## src/rtl/usb_tx_serializer_pkg.sv

```systemverilog
// Shared types and constants for the low-speed USB transmit serializer.
// Symbol encoding is {D+, D-}: low-speed J drives D- high, K drives D+ high.
package usb_tx_serializer_pkg;

    typedef enum logic [1:0] {
        D_SE0 = 2'b00,
        D_J   = 2'b01,
        D_K   = 2'b10,
        D_SE1 = 2'b11
    } d_port_t;

    typedef enum logic [2:0] {
        IDLE,
        SYNC,
        DATA,
        ABORT,
        EOP_SE0,
        EOP_J
    } tx_state_t;

    localparam logic [7:0] SYNC_BYTE   = 8'h80;
    localparam int         STUFF_LIMIT = 6;
    localparam int         ABORT_BITS  = 7;

    function automatic d_port_t nrzi_toggle(input d_port_t sym);
        return (sym == D_J) ? D_K : D_J;
    endfunction

endpackage

```

## src/rtl/usb_tx_serializer_nrzi_stuff.sv

```systemverilog
// NRZI line-state holder and consecutive-ones counter, advanced once per bit strobe.
// A stuff bit is simply a strobe carrying a 0; the caller decides when one is owed.
module usb_nrzi_stuff
    import usb_tx_serializer_pkg::*;
(
    input  logic       clk,
    input  logic       reset,
    input  logic       clear,
    input  logic       strobe,
    input  logic       bit_in,
    output logic [1:0] sym,
    output logic       stuff_pending
);

    d_port_t    sym_q;
    logic [2:0] ones_q;

    assign sym           = sym_q;
    assign stuff_pending = (ones_q == 3'(STUFF_LIMIT));

    // A 0 toggles the line and restarts the run of ones; a 1 holds the line.
    always_ff @(posedge clk or negedge reset) begin
        if (!reset) begin
            sym_q  <= D_J;
            ones_q <= '0;
        end else if (clear) begin
            sym_q  <= D_J;
            ones_q <= '0;
        end else if (strobe) begin
            if (!bit_in) begin
                sym_q  <= nrzi_toggle(sym_q);
                ones_q <= '0;
            end else begin
                ones_q <= ones_q + 3'd1;
            end
        end
    end

endmodule

```

## src/rtl/usb_tx_serializer.sv

```systemverilog
// Low-speed USB transmit front end: SYNC, NRZI data with bit stuffing, EOP.
// Optional abort (deliberate stuff violation) is built only with USB_TX_ABORT_EN.
module usb_tx_serializer
    import usb_tx_serializer_pkg::*;
#(
    parameter int CLK_DIV = 16
) (
    input  logic       clk,
    input  logic       reset,
    input  logic       tx_valid,
    input  logic [7:0] tx_data,
    output logic       tx_ready,
    output logic [1:0] d,
    output logic       oe,
    output logic       busy
`ifdef USB_TX_ABORT_EN
    ,
    input  logic       tx_abort
`endif
);

    localparam int TW = $clog2(CLK_DIV);

    tx_state_t     state_q, state_d;
    logic [TW-1:0] timer_q;
    logic [2:0]    idx_q, idx_d;
    logic [6:0]    shreg_q, shreg_d;
    logic          wrap, fetch, abort_now;
    logic          strobe, bit_out, clear, stuff_pending;
    logic [1:0]    sym;

    assign wrap = (timer_q == TW'(CLK_DIV - 1));

`ifdef USB_TX_ABORT_EN
    logic abort_q;

    // An abort request is only honoured while data bytes are on the line.
    always_ff @(posedge clk or negedge reset) begin
        if (!reset)
            abort_q <= 1'b0;
        else if (state_q == IDLE)
            abort_q <= 1'b0;
        else if (state_q == DATA && tx_abort)
            abort_q <= 1'b1;
    end

    assign abort_now = abort_q | (state_q == DATA && tx_abort);
`else
    assign abort_now = 1'b0;
`endif

    // A byte boundary with a stuff bit still owed is postponed until that stuff bit ends.
    assign fetch    = (state_q == SYNC || state_q == DATA) && wrap && !stuff_pending
                      && (idx_q == 3'd7) && !abort_now;
    assign tx_ready = fetch && tx_valid;
    assign busy     = (state_q != IDLE);
    assign oe       = busy;

    usb_nrzi_stuff u_nrzi (
        .clk           (clk),
        .reset         (reset),
        .clear         (clear),
        .strobe        (strobe),
        .bit_in        (bit_out),
        .sym           (sym),
        .stuff_pending (stuff_pending)
    );

    always_ff @(posedge clk or negedge reset) begin
        if (!reset) begin
            state_q <= IDLE;
            timer_q <= '0;
            idx_q   <= '0;
            shreg_q <= '0;
        end else begin
            state_q <= state_d;
            idx_q   <= idx_d;
            shreg_q <= shreg_d;
            if (state_q == IDLE || wrap)
                timer_q <= '0;
            else
                timer_q <= timer_q + TW'(1);
        end
    end

    // shreg holds the bits of the current byte not yet on the line, next bit in [0].
    always_comb begin
        state_d = state_q;
        idx_d   = idx_q;
        shreg_d = shreg_q;
        strobe  = 1'b0;
        bit_out = 1'b0;
        clear   = 1'b0;
        case (state_q)
            IDLE: begin
                if (tx_valid) begin
                    state_d = SYNC;
                    idx_d   = 3'd0;
                    shreg_d = SYNC_BYTE[7:1];
                    strobe  = 1'b1;
                    bit_out = SYNC_BYTE[0];
                end
            end
            SYNC, DATA: begin
                if (wrap) begin
                    if (abort_now) begin
`ifdef USB_TX_ABORT_EN
                        state_d = ABORT;
                        idx_d   = 3'd0;
`endif
                    end else if (stuff_pending) begin
                        strobe  = 1'b1;
                        bit_out = 1'b0;
                    end else if (idx_q == 3'd7) begin
                        idx_d = 3'd0;
                        if (tx_valid) begin
                            state_d = DATA;
                            shreg_d = tx_data[7:1];
                            strobe  = 1'b1;
                            bit_out = tx_data[0];
                        end else begin
                            state_d = EOP_SE0;
                        end
                    end else begin
                        idx_d   = idx_q + 3'd1;
                        shreg_d = {1'b0, shreg_q[6:1]};
                        strobe  = 1'b1;
                        bit_out = shreg_q[0];
                    end
                end
            end
`ifdef USB_TX_ABORT_EN
            ABORT: begin
                if (wrap) begin
                    if (idx_q == 3'(ABORT_BITS - 1)) begin
                        state_d = EOP_SE0;
                        idx_d   = 3'd0;
                    end else begin
                        idx_d = idx_q + 3'd1;
                    end
                end
            end
`endif
            EOP_SE0: begin
                if (wrap) begin
                    if (idx_q == 3'd1) begin
                        state_d = EOP_J;
                        idx_d   = 3'd0;
                    end else begin
                        idx_d = idx_q + 3'd1;
                    end
                end
            end
            EOP_J: begin
                if (wrap) begin
                    state_d = IDLE;
                    clear   = 1'b1;
                end
            end
            default: begin
                state_d = IDLE;
                clear   = 1'b1;
            end
        endcase
    end

    always_comb begin
        d = D_J;
        case (state_q)
            IDLE, EOP_J: d = D_J;
            EOP_SE0:     d = D_SE0;
            default:     d = sym;
        endcase
    end

endmodule

```

## config.mk

```make
export PLATFORM = sky130hd
export DESIGN_NAME = usb_tx_serializer
export DESIGN_NICKNAME = d
export VERILOG_FILES = /design/src/rtl/usb_tx_serializer_pkg.sv /design/src/rtl/usb_tx_serializer_nrzi_stuff.sv /design/src/rtl/usb_tx_serializer.sv
export SDC_FILE = /design/constraint.sdc
export NUM_CORES = 1
export LEC_CHECK = 0
export CAP_MARGIN = 5
export CORE_ASPECT_RATIO = 0.8
export CORE_MARGIN = 2
export CORE_UTILIZATION = 59
export DETAILED_ROUTE_END_ITERATION = 16
export PLACE_DENSITY = 0.8
export RECOVER_POWER = 25
export REMOVE_ABC_BUFFERS = 1
export SYNTH_ARGS = -nofsm -noshare
export SYNTH_HDL_FRONTEND = slang
export SYNTH_SLANG_ARGS = --single-unit
```

## constraint.sdc

```tcl
create_clock -name clk -period 3.5 [get_ports clk]
set_input_delay 0.7 -clock clk [delete_from_list [all_inputs] [get_ports clk]]
set_output_delay 0.7 -clock clk [all_outputs]
set_load 0.03 [all_outputs]
```

# Word level (Yosys, flattened, before mapping)
# Cells that the tools add are included.
[op_classes]
n_bitwise = 0
div_mod_pow = 0
magnitude_cmp = 0
n_reduce_logical = 19
n_mul = 0
shift = 0
eq_ne = 18
add_sub_neg = 3
mux = 43
[ops]
columns = ["operator", "count"]
rows = [
  ["2-to-1 mux 3 bit", 17],
  ["2-to-1 mux 7 bit", 5],
  ["inequality test 2 bit (second input constant)", 8],
  ["one-hot mux 7 bit (2 select lines)", 1],
  ["equality test 3 bit (second input constant)", 4],
  ["one-hot mux 3 bit (4 select lines)", 1],
  ["2-to-1 mux 1 bit", 10],
  ["AND reduction 5 bit", 2],
  ["one-hot mux 3 bit (3 select lines)", 1],
  ["2-to-1 mux 2 bit", 4],
  ["AND reduction 7 bit", 1],
  ["adder 3 x 1 -> 3 bit (second input constant)", 2],
  ["equality test 3 x 1 -> 1 bit (second input constant)", 2],
  ["nonzero test 3 bit", 2],
  ["adder 4 x 1 -> 4 bit (second input constant)", 1],
  ["equality test 4 bit (second input constant)", 1],
  ["logical AND 1 bit", 4],
  ["2-to-1 mux 4 bit", 1],
  ["one-hot mux 1 bit (2 select lines)", 2],
  ["one-hot mux 2 bit (2 select lines)", 1],
  ["nonzero test 2 bit", 2],
  ["OR reduction 2 bit", 2],
  ["OR reduction 4 bit", 1],
  ["equality test 3 x 2 -> 1 bit (second input constant)", 1],
  ["other kinds (6)", 7],
]
[totals]
latch_bits = 0
memories = 0
inputBits = 11
out_inout_bits = 5
rom_bits = 0
mem_bits_rw = 0
register_bits = 22
elab_cells = 89

# Depth between registers and ports, before layout
# Gate-level depths: netlist of the first run.
[logic_depth]
depth_word = 8
ltp_mapped = 8
depth_no_buf = 7

# Modules after synthesis
# From an unflattened synthesis of the first run, not the netlist that was laid out.
[unflattened]
cells_unflattened = 134
hier_area_um2 = 1340.0
[by_module_without_submodules]
columns = ["mod", "cells_each", "area_per_inst_um2", "seq_area_each_um2", "instances"]
rows = [
  ["usb_tx_serializer", 107, 1073.5, 425.4, 1],
  ["usb_nrzi_stuff", 27, 266.5, 126.4, 1],
]

# Least setup slack after synthesis of the first run
# OpenSTA, ideal clock, no wires.
[synth_path]
path_kind = "register to output"
startpoint = "register idx_q[0]"
endpoint = "output tx_ready"
n_path_buf = 1
path_slack_ns = 1.154
stages_incl_launch_ff = 6
arrival_ns = 1.646
required_time_ns = 2.800
path_cell_list = "dfrtp_1 > ha_1 > ha_1 > buf_4 > nand2_1 > nor3_1"
[synth_between]
elab_chain_len = 3
[synth_lines]
columns = ["item", "line", "source"]
rows = [
  ["start: declaration", "usb_tx_serializer.sv:26", "logic [2:0] idx_q, idx_d;"],
  ["start signal: assignment", "usb_tx_serializer.sv:77", "idx_q <= idx_d;"],
  ["equality test 3 bit", "usb_tx_serializer.sv:54", "&& (idx_q == 3'd7) && !abort_now;"],
  ["logical AND 1 bit", "usb_tx_serializer.sv:54", ""],
  ["logical AND 1 bit", "usb_tx_serializer.sv:55", "assign tx_ready = fetch && tx_valid;"],
  ["end: declaration", "usb_tx_serializer.sv:12", "output logic tx_ready,"],
]
# Every way passes these cells.

# Worst setup path after layout of the first run
[layout_path]
startpoint = "register state_q[0]"
endpoint = "output tx_ready"
[layout_between]
elab_chain_len = 6
elab_cells_between_ends = 7
classes_between = "2 x eq/ne; 5 x reduce/logical"
[layout_lines]
columns = ["item", "line", "source"]
rows = [
  ["start: declaration", "usb_tx_serializer.sv:24", "tx_state_t state_q, state_d;"],
  ["start signal: assignment", "usb_tx_serializer.sv:76", "state_q <= state_d;"],
  ["equality test 3 x 1 -> 1 bit or equality test 3 x 2 -> 1 bit (tied branches)", "usb_tx_serializer.sv:53", "assign fetch = (state_q == SYNC || state_q == DATA) && wrap && !stuff_pending"],
  ["logical OR 1 bit (*)", "usb_tx_serializer.sv:53", ""],
  ["logical AND 1 bit (*) (2 in series)", "usb_tx_serializer.sv:53", ""],
  ["logical AND 1 bit (*)", "usb_tx_serializer.sv:54", ""],
  ["logical AND 1 bit (*)", "usb_tx_serializer.sv:55", ""],
]
# Every way passes the cells marked *; elsewhere a longest branch is shown, timed or not.

==> results of run 1 <==
## power by group
group	internal [W]	switching (W)	total (W)	leakage, nW
logic	0.000154	0.000203	0.000357	0.396
clock network	0.000116	0.0000845	0.000200	0.0279
registers	0.000321	0.0000736	0.000395	0.277
total	0.000591	0.000361	0.000953	0.701
## state kept, by name, indices dropped and copies added (netlist names)
| signal | count |
|---|---|
| idx_q | 3 |
| shreg_q | 7 |
| state_q | 3 |
| timer_q | 4 |
| u_nrzi.ones_q | 3 |
| u_nrzi.sym | 2 |
## worst max-delay path by stage
stage / startpoint / end / slack, ns
after global routing: state_q[0]$_DFFE_PN0P_ / tx_ready / 0.05
after global placement: tx_valid / tx_ready / 0.44
after CTS: state_q[0]$_DFFE_PN0P_ / tx_ready / 0.18
after detailed placement: tx_valid / tx_ready / 0.39
final: state_q[0]$_DFFE_PN0P_ / tx_ready / 0.30
after floorplan: state_q[0]$_DFFE_PN0P_ / tx_ready / 1.06
## worst max-delay path: stages (launching register included)
cell	delay, ns
dfrtp_2	0.55
xor2_1	0.26
nand2_1	0.27
nor3_1	0.37
clkdlybuf4s50_1	0.73
## synthesized netlist by cell type (all sizes together)
master	instances	area [um2]
a2111oi	1	8.76
a211o	2	17.5
a21o	1	7.51
a21oi	5	25.0
a221oi	1	15.0
a2bb2oi	1	8.76
a31oi	2	12.5
a32oi	1	8.76
and3	3	23.8
buf	5	38.8
clkbuf	3	11.3
dfrtp	21	526
dfstp	1	26.3
ha	6	75.1
inv	7	26.3
mux2	10	135
mux2i	10	100
nand2	11	43.8
nand2b	3	18.8
nand3	5	25.0
nor2	16	60.1
nor2b	1	6.26
nor3	4	20.0
o2111ai	1	8.76
o21a	1	7.51
o21ai	11	55.1
o31a	1	8.76
o31ai	1	12.5
or3	1	11.3
xnor2	1	8.76
xor2	2	17.5
## metal layers
metal	GRT usage, %	up-vias	wire (um)
li1	-	509	-
met5	0	-	0
met1	30.6	506	1230
met4	10.2	0	86
met3	6.34	14	202
met2	39.1	55	1350
## layout make-up
class                      instances  area (um2)
clock buffer                       3        22.5
timing repair buffer              15         150
clock inverter                     1        30.0
multi-input combinational        102         744
fill                             175         618
inverter                           7        26.3
sequential                        22         554
tap                               25        31.3
## logic make-up (layout without fill, tap and decap cells)
group | after synthesis | in the layout | synth area share (%)
simple gates | 44 | 44 | 15.3
compound gates | 29 | 29 | 14.3
flops | 22 | 22 | 40.3
mux | 20 | 20 | 17.2
buf+inv | 15 | 26 | 5.57
fa+ha+maj | 6 | 6 | 5.48
xor+xnor | 3 | 3 | 1.92
## metrics by stage
stage / setup slack, ns / hold WS, ns
after floorplan: 1.06 / 0.404
after global placement: 0.436 / 0.448
after detailed placement: 0.391 / 0.476
after CTS: 0.176 / 0.494
after global routing: 0.0540 / 0.531
final: 0.301 / 0.490
==> run_results.csv, run 1 <==
group,metric,value,unit
worst_setup_path,r2r-end,"state_q[2]$_DFFE_PN0P_",
yosys,post_synth_num_cell_types,38,
cells_and_area,mostFrequentLayoutCells,"dfrtp_1, nor2_1, clkdlybuf4s50_1",
worst_setup_path,start_kind,"register",
clocking,cts_tree,"built",
timing,fmax,313,MHz
worst_setup_path,reg2reg_from,"idx_q[0]$_DFFE_PN0P_",
yosys,synthesis.area,1370,um2
timing,setup_violations,0,
power,leakage,0.701,nW
min_path,min-delay-start,"timer_q[0]$_DFF_PN0_",
yosys,ys_ff_latch,22,
clocking,cts_made_buffers,3,
global_route,grt_first_pass_wirelength,4740,um
min_path,worstHoldPathType,"register to register",
floorplanning,coreArea,2180,um2
floorplanning,die_x,57.9,um
worst_setup_path,crit_required,2.80,ns
timing,min_period,3.20,ns
clocking,cts_resized,0,
timing,tightest_slew,0.969,ns
floorplanning,dieArea,2730,um2
yosys,syn_area_per_cell,9.86,um2
power,powerDensity,611,nW/um2
yosys,synth_cells,139,
timing,drv_slew,0,
global_route,grt_pass1_vias,988,
clocking,h-tree-depth,1,
timing,finClkSkew,0.000919,ns
outcome,status,"completed",
routing,viasPerCell,6.19,
floorplanning,num_rows,15,
cells_and_area,diodes,0,
routing,drt-initial-drc-count,65,
worst_setup_path,r2r_cells,7,
routing,wire_per_inst,16.4,um
placed_design,port_buffers,15,
floorplanning,start_util,62.9,%
worst_setup_path,cp_data_arrival_time,2.50,ns
worst_setup_path,path_class,"register to primary output",
clocking,worstSkewPairLatency,0.32,ns
placed_design,place_area,1500,um2
cells_and_area,fin_cells,175,
min_path,min_to,"timer_q[0]$_DFF_PN0_",
cells_and_area,design_area,1560,um2
cells_and_area,area_delta_synth_final,13.8,%
timing,rsz0062_at_grt,"no",
cells_and_area,final_common_cell,"dfrtp_1",
clocking,clockBufferDepth,2,
yosys,synth-warning-count,0,
clocking,cts.hold.buffers_added,0,
timing,setup_tns,0,ns
routing,drt-total-wl,2870,um
cells_and_area,utilization,71.6,%
clocking,cts_setup_buffers,0,
routing,drc,0,
worst_setup_path,r2r_slack,1.23,ns
global_route,antenna_found_initial,0,
clocking,cts_num_sinks,22,
placed_design,dp_hpwl,2090,um
routing,ant_nets,0,
global_route,grt_max_degree,23,
yosys,yosysSeqAreaShare,40.3,%
placed_design,dp.cells,171,
floorplanning,die_h,47.1,um
routing,dr.pass1.iters,4,
job,maxCapViolations,0,
timing,final.period_utilization,91.4,%
global_route,grt-ovfl-total,0,
worst_setup_path,endpoint_kind,"primary output",
power,max-vdd-ir-drop,691,uV
clocking,cts_root_buf,"clkbuf_4",
min_path,hold-path-cell-count,1,
floorplanning,pin_count,16,
power,total_power,0.000953,W
cells_and_area,layout-drive-gt1-share,14.7,%
routing,vias,1084,
global_route,grt_util_all_layers,23.9,%
timing,hold_viol,0,
clocking,clk_pin_slew,0.13,ns
timing,slew_headroom,35.2,%
placed_design,place.gp.congestion,0.851,
cells_and_area,fin_nets,168,
worst_setup_path,cp_max_fo,15,
Note: power is estimated with default switching activity, not from simulation.
==> inputs of run 2 (changes only) <==
--- a/config.mk
+++ b/config.mk
@@ -11,7 +11,6 @@
 export CORE_UTILIZATION = 59
 export DETAILED_ROUTE_END_ITERATION = 16
 export PLACE_DENSITY = 0.8
-export RECOVER_POWER = 25
 export REMOVE_ABC_BUFFERS = 1
 export SYNTH_ARGS = -nofsm -noshare
 export SYNTH_HDL_FRONTEND = slang
==> run_results.csv, run 2 (synthesis results as in run 1) <==
group,metric,value,unit
placed_design,dp_hpwl,2090,um
timing,hold_viol,0,
clocking,cts_made_buffers,3,
worst_setup_path,cp_max_fo,15,
timing,setup_violations,0,
floorplanning,pin_count,16,
floorplanning,dieArea,2730,um2
floorplanning,die_h,47.1,um
power,powerDensity,611,nW/um2
timing,rsz0062_at_grt,"no",
cells_and_area,layout-drive-gt1-share,14.7,%
timing,drv_slew,0,
floorplanning,start_util,62.9,%
routing,dr.pass1.iters,4,
placed_design,place.gp.congestion,0.851,
floorplanning,die_x,57.9,um
clocking,clockBufferDepth,2,
routing,viasPerCell,6.19,
clocking,cts.hold.buffers_added,0,
timing,final.period_utilization,91.4,%
clocking,cts_root_buf,"clkbuf_4",
timing,min_period,3.20,ns
worst_setup_path,start_kind,"register",
clocking,h-tree-depth,1,
cells_and_area,area_delta_synth_final,13.8,%
worst_setup_path,r2r_slack,1.23,ns
clocking,cts_num_sinks,22,
global_route,grt_pass1_vias,988,
power,leakage,0.701,nW
timing,slew_headroom,35.8,%
worst_setup_path,crit_required,2.80,ns
floorplanning,coreArea,2180,um2
placed_design,dp.cells,171,
timing,fmax,313,MHz
cells_and_area,fin_cells,175,
cells_and_area,mostFrequentLayoutCells,"dfrtp_1, nor2_1, clkdlybuf4s50_1",
clocking,cts_setup_buffers,0,
global_route,grt-ovfl-total,0,
min_path,worstHoldPathType,"register to register",
floorplanning,num_rows,15,
cells_and_area,diodes,0,
routing,wire_per_inst,16.4,um
clocking,worstSkewPairLatency,0.32,ns
global_route,antenna_found_initial,0,
cells_and_area,final_common_cell,"dfrtp_1",
cells_and_area,regMostFlops,"shreg_q",
global_route,grt_max_degree,23,
timing,setup_tns,0,ns
cells_and_area,fin_nets,168,
routing,drt-total-wl,2870,um
timing,tightest_slew,0.960,ns
outcome,status,"completed",
placed_design,port_buffers,15,
worst_setup_path,path_class,"register to primary output",
clocking,cts_tree,"built",
timing,holdWs,0.490,ns
worst_setup_path,cp_data_arrival_time,2.50,ns
power,max-vdd-ir-drop,691,uV
routing,drc,0,
routing,ant_nets,0,
routing,drt-initial-drc-count,65,
global_route,grt_first_pass_wirelength,4740,um
worst_setup_path,endpoint_kind,"primary output",
power,total_power,0.000953,W
clocking,clk_pin_slew,0.13,ns
job,maxCapViolations,0,
timing,finClkSkew,0.000919,ns
routing,vias,1084,
cells_and_area,top_regs,"shreg_q: 7 flops, timer_q: 4 flops",
cells_and_area,largest_reg_flops,7,
global_route,grt_util_all_layers,23.9,%
cells_and_area,utilization,71.6,%
clocking,cts_resized,0,
-- run 2: cell count changes in the layout (fill, tap and decap cells not counted), sizes merged --
| cell | before | now |
|---|---|---|
| clkdlybuf4s50 | 14 | 15 |
| dlygate4sd3 | 1 | 0 |
-- run 2: metal layers --
layer	global-route usage [%]	routed length [um]	up-vias
met5	0	0	-
met4	10.2	86	0
met3	6.34	202	14
met2	39.1	1350	55
met1	30.6	1230	506
li1	-	-	509
-- run 2: worst max-delay path, cell delays in order, from the launching register on --
cell and delay, ns:
dfrtp_2 0.55, xor2_1 0.26, nand2_1 0.27, nor3_1 0.37
clkdlybuf4s50_1 0.73
-- run 2: stage by stage --
step / instance area [um2] / setup WS, ns
floorplan: 1320 / 1.06
global placement: 1500 / 0.436
detailed placement: 1500 / 0.391
CTS: 1550 / 0.176
global route: 1560 / 0.0540
finish: 1560 / 0.301
-- run 2: layout make-up --
class	count	area (um2)
Clock buffer	3	22.5
Clock inverter	1	30.0
Fill cell	175	618
Inverter	7	26.3
Multi-Input combinational cell	102	744
Sequential cell	22	554
Tap cell	25	31.3
Timing Repair Buffer	15	150
-- run 2: path summary, 6_finish.rpt --
check,from,to,cells after the start
max,state_q[0]$_DFFE_PN0P_,tx_ready,4
min,timer_q[0]$_DFF_PN0_,timer_q[0]$_DFF_PN0_,1
max reg2reg,idx_q[0]$_DFFE_PN0P_,state_q[2]$_DFFE_PN0P_,7
min reg2reg,timer_q[0]$_DFF_PN0_,timer_q[0]$_DFF_PN0_,1
max in group asynchronous,reset,state_q[0]$_DFFE_PN0P_,1
min in group asynchronous,reset,u_nrzi.sym[1]$_DFFE_PN0P_,1
-- run 2: report_power, final --
group / internal (W) / switching [W] / total, W / leakage, nW
sequential: 0.000321 / 0.0000736 / 0.000395 / 0.277
combinational: 0.000154 / 0.000203 / 0.000358 / 0.396
clock: 0.000116 / 0.0000845 / 0.000200 / 0.0279
